===== config.mk =====
export PLATFORM = sky130hd
export DESIGN_NAME = apb_rr_master
export DESIGN_NICKNAME = d
export VERILOG_FILES = /design/src/rtl/apb_pkg.sv /design/src/rtl/apb_rr_arbiter.sv /design/src/rtl/apb_rr_master.sv
export SDC_FILE = /design/constraint.sdc
export NUM_CORES = 1
export LEC_CHECK = 0
export BUFFER_PORTS_ARGS = -buffer_cell sky130_fd_sc_hd__buf_2
export CAP_MARGIN = 20
export CORE_ASPECT_RATIO = 1.75
export CORE_UTILIZATION = 25
export DETAILED_ROUTE_END_ITERATION = 8
export PLACE_DENSITY = 0.49
export SLEW_MARGIN = 10
export SYNTH_ARGS = -nofsm -noshare
export SYNTH_HDL_FRONTEND = slang
export SYNTH_SLANG_ARGS = --single-unit
export TNS_END_PERCENT = 1

===== constraint.sdc =====
create_clock -name clk -period 5.2 [get_ports clk]
set_clock_uncertainty 0.05 [all_clocks]
set_input_delay 1.04 -clock clk [delete_from_list [all_inputs] [get_ports clk]]
set_output_delay 1.04 -clock clk [all_outputs]
set_load 0.01 [all_outputs]

===== src/rtl/apb_pkg.sv =====
// Shared APB definitions: phase encoding used by both this master and the slave.
package apb_pkg;

  // APB phase encoding: IDLE, SETUP (psel only), ACCESS (psel + penable)
  typedef enum logic [1:0] {
    IDLE   = 2'b00,
    SETUP  = 2'b01,
    ACCESS = 2'b11
  } apb_state_e;

  // Width of a requester index; a single bit minimum so ports never collapse
  function automatic int id_width(input int n);
    return (n > 1) ? $clog2(n) : 1;
  endfunction

endpackage


===== src/rtl/apb_rr_arbiter.sv =====
// Combinational round-robin arbiter: picks the first requester after the pointer, wrapping.
module apb_rr_arbiter
  import apb_pkg::*;
#(
  parameter  int NUM_REQ = 2,
  localparam int ID_WD   = id_width(NUM_REQ)
) (
  input  logic [NUM_REQ-1:0] req,
  input  logic [ID_WD-1:0]   ptr,
  output logic [NUM_REQ-1:0] grant,
  output logic [ID_WD-1:0]   grant_id,
  output logic               grant_any
);

  // Two passes: indices above the pointer first, then wrap to the ones at or below it
  always_comb begin
    grant     = '0;
    grant_id  = '0;
    grant_any = 1'b0;
    for (int i = 0; i < NUM_REQ; i++) begin
      if (!grant_any && req[i] && (i > int'(ptr))) begin
        grant_any = 1'b1;
        grant[i]  = 1'b1;
        grant_id  = ID_WD'(i);
      end
    end
    for (int i = 0; i < NUM_REQ; i++) begin
      if (!grant_any && req[i] && (i <= int'(ptr))) begin
        grant_any = 1'b1;
        grant[i]  = 1'b1;
        grant_id  = ID_WD'(i);
      end
    end
  end

endmodule


===== src/rtl/apb_rr_master.sv =====
// APB master shared by NUM_REQ requesters: round-robin accept, SETUP/ACCESS sequencing,
// pready timeout and one tagged response per accepted command.
module apb_rr_master
  import apb_pkg::*;
#(
  parameter  int NUM_REQ = 2,
  parameter  int DATA_WD = 8,
  parameter  int ADDR_WD = 8,
  parameter  int TIMEOUT = 16,
  localparam int ID_WD   = id_width(NUM_REQ)
) (
  input  logic                       clk,
  input  logic                       rst_n,
  input  logic [NUM_REQ-1:0]         req_valid,
  output logic [NUM_REQ-1:0]         req_ready,
  input  logic [NUM_REQ-1:0]         req_write,
  input  logic [NUM_REQ*ADDR_WD-1:0] req_addr,
  input  logic [NUM_REQ*DATA_WD-1:0] req_wdata,
  output logic                       rsp_valid,
  output logic [ID_WD-1:0]           rsp_id,
  output logic [DATA_WD-1:0]         rsp_rdata,
  output logic                       rsp_err,
  output logic                       psel,
  output logic                       penable,
  output logic                       pwrite,
  output logic [ADDR_WD-1:0]         paddr,
  output logic [DATA_WD-1:0]         pwdata,
  input  logic [DATA_WD-1:0]         prdata,
  input  logic                       pready
);

  localparam int CNT_WD = $clog2(TIMEOUT + 1);

  apb_state_e          state;
  logic [ID_WD-1:0]    rr_ptr;
  logic [ID_WD-1:0]    cur_id;
  logic [CNT_WD-1:0]   wait_cnt;

  logic [NUM_REQ-1:0]  grant;
  logic [ID_WD-1:0]    grant_id;
  logic                grant_any;

  logic                sel_write;
  logic [ADDR_WD-1:0]  sel_addr;
  logic [DATA_WD-1:0]  sel_wdata;

  logic                complete;
  logic                abort;
  logic                window;
  logic                accept;

  apb_rr_arbiter #(
    .NUM_REQ (NUM_REQ)
  ) u_arb (
    .req       (req_valid),
    .ptr       (rr_ptr),
    .grant     (grant),
    .grant_id  (grant_id),
    .grant_any (grant_any)
  );

  // A transfer ends either by pready or by running out of ACCESS cycles; the abort
  // cycle is never an accept window, so nothing new is taken on a timeout
  assign complete = (state == ACCESS) && pready;
  assign abort    = (state == ACCESS) && !pready && (wait_cnt == CNT_WD'(TIMEOUT - 1));
  assign window   = (state == IDLE) || complete;
  assign accept   = rst_n && window && grant_any;

  // Ready is held low during reset even though the state already reads IDLE
  assign req_ready = (rst_n && window) ? grant : '0;

  // Pick out the granted requester's command fields from the flattened buses
  always_comb begin
    sel_write = 1'b0;
    sel_addr  = '0;
    sel_wdata = '0;
    for (int i = 0; i < NUM_REQ; i++) begin
      if (grant[i]) begin
        sel_write = req_write[i];
        sel_addr  = req_addr[i*ADDR_WD +: ADDR_WD];
        sel_wdata = req_wdata[i*DATA_WD +: DATA_WD];
      end
    end
  end

  // Phase FSM with registered bus outputs, timeout counter and round-robin pointer
  always_ff @(posedge clk or negedge rst_n) begin
    if (!rst_n) begin
      state    <= IDLE;
      rr_ptr   <= ID_WD'(NUM_REQ - 1);
      cur_id   <= '0;
      wait_cnt <= '0;
      psel     <= 1'b0;
      penable  <= 1'b0;
      pwrite   <= 1'b0;
      paddr    <= '0;
      pwdata   <= '0;
    end else if (accept) begin
      state   <= SETUP;
      psel    <= 1'b1;
      penable <= 1'b0;
      pwrite  <= sel_write;
      paddr   <= sel_addr;
      pwdata  <= sel_wdata;
      cur_id  <= grant_id;
      rr_ptr  <= grant_id;
    end else begin
      case (state)
        SETUP: begin
          state    <= ACCESS;
          penable  <= 1'b1;
          wait_cnt <= '0;
        end
        ACCESS: begin
          if (complete || abort) begin
            state   <= IDLE;
            psel    <= 1'b0;
            penable <= 1'b0;
          end else begin
            wait_cnt <= wait_cnt + 1'b1;
          end
        end
        default: begin
          state   <= IDLE;
          psel    <= 1'b0;
          penable <= 1'b0;
        end
      endcase
    end
  end

  // Response pulse one cycle after a transfer ends; data only for successful reads
  always_ff @(posedge clk or negedge rst_n) begin
    if (!rst_n) begin
      rsp_valid <= 1'b0;
      rsp_id    <= '0;
      rsp_rdata <= '0;
      rsp_err   <= 1'b0;
    end else begin
      rsp_valid <= complete || abort;
      if (complete || abort) begin
        rsp_id    <= cur_id;
        rsp_err   <= abort;
        rsp_rdata <= (complete && !pwrite) ? prdata : '0;
      end
    end
  end

endmodule

## Word level (Yosys, flattened, before mapping)

Cells that the tools add are included.
Widths: inputs -> output; s select.

- Magnitude comparators: 2
- Add/sub/neg operators: 1
- Bitwise logic cells: 1
- Reductions and logical operators: 20
- Equal/unequal tests: 6
- Muxes and demuxes: 25

Operators by type and width:

| kind | count |
|---|---|
| $mux 8 | 5 |
| $mux 1 | 12 |
| $logic_and 1x1->1 | 10 |
| $pmux 5 s2 | 1 |
| $mux 2 | 3 |
| $add 5x1->5 const B | 1 |
| $eq 5x4->1 const B | 1 |
| $mux 5 | 1 |
| $logic_not 1->1 | 4 |
| $ne 2x2->1 const B | 2 |
| $pmux 1 s2 | 2 |
| $pmux 2 s2 | 1 |
| $ne 3x2->1 const B | 1 |
| $reduce_and 3->1 | 1 |
| $eq 2x1->1 const B | 1 |
| $eq 2x2->1 const B | 1 |
| $logic_not 2->1 | 1 |
| $logic_or 1x1->1 | 2 |
| $reduce_and 2->1 | 1 |
| $reduce_bool 2->1 | 1 |
| $gt 1x1->1 const A | 1 |
| $le 1x1->1 const A | 1 |
| $not 1->1 | 1 |

- Bits of input ports: 47
- Output and inout port bits: 32
- Flip-flop bits (word level): 39

## Logic depth before layout (Yosys ltp)

- Word-level depth: 13
- Gate-level depth with buffers: 7
- Mapped depth without buffers: 6

## Cells and area by module

A second synthesis with hierarchy kept.

- Cell total of the unflattened synthesis: 141
- Area total of the unflattened synthesis: 1,776.7 sq um

Modules (own cells, without submodules):

| module | instances | sequential area each (sq um) | area each (sq um) | cells an instance |
|---|---|---|---|---|
| apb_rr_master | 1 | 952.2 | 1,744.2 | 136 |
| apb_rr_arbiter | 1 | 0.0 | 32.5 | 5 |

## Least setup slack after synthesis

OpenSTA, ideal clock, no wires.

- Kind: input-to-output
- Start point: in req_valid[0]
- End point: out req_ready[0]
- Setup slack: 2,316 ps
- Arrival: 1,794 ps
- Path buffers: 2
- Stages on the path: 4
- Required time: 4,110 ps
- Path through: clkbuf_1 clkbuf_1 nand2_1 nor2_1

- Word-level cells in the longest chain between the ends: 3

RTL lines:

| item | line | RTL |
|---|---|---|
| start, declared | apb_rr_master.sv:14 | `input logic [NUM_REQ-1:0] req_valid,` |
| $logic_and 1x1->1 | apb_rr_arbiter.sv:28 | `if (!grant_any && req[i] && (i <= int'(ptr))) begin` |
| $mux 1 | apb_rr_arbiter.sv:28 |  |
| $mux 2 | apb_rr_master.sv:70 | `assign req_ready = (rst_n && window) ? grant : '0;` |
| end, declared | apb_rr_master.sv:15 | `output logic [NUM_REQ-1:0] req_ready,` |

Every way passes these cells.

## Worst setup path in the final report

- Start point: in pready
- End point: out req_ready[0]

- Word-level cells in the longest chain between the ends: 4

RTL lines:

| item | line | RTL |
|---|---|---|
| start, declared | apb_rr_master.sv:29 | `input logic pready` |
| $logic_and 1x1->1 | apb_rr_master.sv:64 | `assign complete = (state == ACCESS) && pready;` |
| $logic_or 1x1->1 | apb_rr_master.sv:66 | `assign window = (state == IDLE) \|\| complete;` |
| $logic_and 1x1->1 | apb_rr_master.sv:70 |  |
| $mux 2 | apb_rr_master.sv:70 |  |

Every way passes these cells.

==> impl_metrics.env <==
export IMPL_diodes=0
export IMPL_syn_cell_area_um2=1740
export IMPL_totalWireLength_mm=4.51
export IMPL_final_min_clock_period_ns=3.56
export IMPL_die_h_um=112
export IMPL_cts_resized_gates=0
export IMPL_grt_max_degree=43
export IMPL_cp_max_fo=11
export IMPL_setup_worst_path_start_class="input port"
export IMPL_dr_total_vias=1491
export IMPL_slew_headroom=0.488
export IMPL_cts_inserted_buffers=5
export IMPL_power_density_nw_per_um2=541
export IMPL_syn_nets=190
export IMPL_setup_worst_path_end_class="output pin"
export IMPL_dieArea_um2=7300
export IMPL_finalWeightedCongestion=0.706
export IMPL_fin_tns_setup_ns=0
export IMPL_ys_ff_latch=38
export IMPL_initial_core_util=0.262
export IMPL_first_iter_violations=78
export IMPL_fp_row_count=39
export IMPL_synth_top_area_frac=0.533
export IMPL_drv_slew=0
export IMPL_synth_cell_type_count=35
export IMPL_grt_pass1_wl_mm=7.11
export IMPL_synth_common_cells="dfrtp_1, o2bb2ai_1, a32oi_1"
export IMPL_core_area_um2=6640
export IMPL_grt_setup_unrepaired="false"
export IMPL_clock_root_buffer="clkbuf_16"
export IMPL_synth_warnings=0
export IMPL_synth_edf_count=0
export IMPL_tightest_slew_ns=0.763
export IMPL_grt_overflow_total=0
export IMPL_viasPerCell=4.99
export IMPL_insertion_delay_ns=0.27
export IMPL_first_pass_iters=4
export IMPL_first_global_vias=1530
export IMPL_fmax_mhz=281
export IMPL_hold_buffers=0
export IMPL_cts_htree_levels=2
export IMPL_cpPeakStageDelay_ns=0.60
export IMPL_yosysMostFrequentCell="dfrtp_1"
export IMPL_yosysSeqAreaShare=0.548
export IMPL_drc=0
export IMPL_ir_drop_v=0.000246
export IMPL_track_usage=0.128
export IMPL_hold_viol=0
export IMPL_cts_sinks=38
export IMPL_maxCapViolations=0
export IMPL_io_pins=79
export IMPL_r2r_slack_ns=3.10
export IMPL_antenna_found_initial=0
export IMPL_crit_required_ns=4.11
export IMPL_critPathMostFrequentCell="buf_2"
export IMPL_final_core_util=0.352
export IMPL_setup_viol=0
export IMPL_status="finished, final reports clean"
export IMPL_nets=265
export IMPL_cp_arrival_ns=2.47
export IMPL_io_buffers=78
export IMPL_cp_slowest_cell="o21ai_1"
export IMPL_drive_above_1_share=0.447
export IMPL_p_leak_nw=1.13
export IMPL_dp_cells=291
export IMPL_fin_cells=299
export IMPL_crit_type="in2out"
export IMPL_syn_avg_cell_area_um2=12.3
export IMPL_cts_tree="done"
export IMPL_netlist_top_cells_area="dfrtp_1, o2bb2ai_1, a32oi_1"
export IMPL_fin_crit_sh=0.685
export IMPL_worstPathCellList="buf_2 -> and3_4 -> o21ai_1 -> buf_4 -> nor2_1 -> buf_2"
export IMPL_ant_nets=0
export IMPL_nFillCells=694
export IMPL_crit_buf_inv=3
export IMPL_die_x_um=65.0
export IMPL_crit_family="compound AO/OA/AOI/OAI gates"
export IMPL_hold_class="reg2reg"
export IMPL_layout_area_overhead_vs_synth_pct=34.4
export IMPL_wl_per_cell_um=15.1
export IMPL_clock_path_buffers=2
export IMPL_syn_inst=141
export IMPL_hpwl_mm=3.36
export IMPL_synth_top_area_cell="dfrtp_1"
export IMPL_postSynth_asyncResetShare=1.00
export IMPL_ys_flop_type="dfrtp_1"
export IMPL_post_cts_setup_buffer_count=0
export IMPL_clkTransAtPathRegs_ns=0.05
## area by class of cell
class                   count  area (um2)  area share
flip-flops and latches     38         952       0.408
multi-input cells          87         708       0.303
repair buffers             80         405       0.174
clock buffers               6         139      0.0595
well taps                  82         103      0.0439
inverters                   4        15.0     0.00643
clock inverters             2        12.5     0.00536
## registers in the layout, summed over array words and instances (netlist names)
name	flops
cur_id	1
paddr	8
penable	1
psel	1
pwdata	8
pwrite	1
rr_ptr	1
rsp_err	1
rsp_id	1
rsp_rdata	8
rsp_valid	1
state	1
wait_cnt	5
## cells by family after synthesis
family | Yosys count | share of synthesized area
buffers and inverters | 16 | 0.0439
flip-flops | 38 | 0.548
AO/OA/AOI/OAI | 57 | 0.291
AND/OR/NAND/NOR | 25 | 0.0785
adder cells (fa/ha/maj) | 2 | 0.0144
multiplexers | 3 | 0.0238
## metrics by stage
| step | cell area, um2 | setup WS (ns) | hold slack [ns] | total power (W) |
|---|---|---|---|---|
| 6_report | 2330 | 1.64 | 0.432 | 0.00126 |
| 5_1_grt | 2330 | 1.51 | 0.450 | 0.00135 |
| 4_1_cts | 2330 | 1.60 | 0.438 | 0.00129 |
| 3_5_place_dp | 2180 | 1.58 | 0.418 | 0.000979 |
| 3_3_place_gp | 2180 | 1.65 | 0.423 | 0.000978 |
| 2_1_floorplan | 1740 | 2.32 | 0.408 | 0.000795 |
## report_power, final
part           switching (W)  internal, W  leakage (nW)
combinational       0.000246     0.000217         0.572
sequential         0.0000804     0.000419         0.480
clock               0.000110     0.000189        0.0729
total               0.000437     0.000826          1.13
## routing by layer
metal,track usage,wire (um)
met5,0,0
met4,0.0489,60
met3,0.0315,326
met2,0.237,2360
met1,0.134,1760
## final timing paths
kind / end / cells past startpoint / start
setup / recovery: req_ready[0] / 6 / pready
hold / removal: paddr[5]$_DFFE_PN0P_ / 1 / paddr[5]$_DFFE_PN0P_
setup reg to reg: wait_cnt[4]$_DFFE_PN0P_ / 6 / wait_cnt[0]$_DFFE_PN0P_
hold reg to reg: paddr[5]$_DFFE_PN0P_ / 1 / paddr[5]$_DFFE_PN0P_
max in group asynchronous: rr_ptr$_DFFE_PN1P_ / 2 / rst_n
min in group asynchronous: paddr[1]$_DFFE_PN0P_ / 2 / rst_n
## placed cells by master (no fill, tap or decap), drive strengths merged, types with 2 or more instances in the layout
master,instances
buf,80
nand3,2
nand2,5
a22o,9
a32oi,17
nand2b,2
nor2b,2
and3,3
o211ai,2
mux2,3
o221ai,2
ha,2
nor2,5
o21ai,4
dfrtp,37
and2,3
a21boi,2
clkbuf,6
o2bb2ai,18
inv,4
## worst register-to-register path: stages (launching register included)
cell     delay, ns
dfrtp_1       0.41
ha_1          0.24
and3_1        0.19
ha_1          0.22
o21ai_2       0.21
and2_1        0.34
mux2_4        0.33
Power figures use the tool's default switching activity.
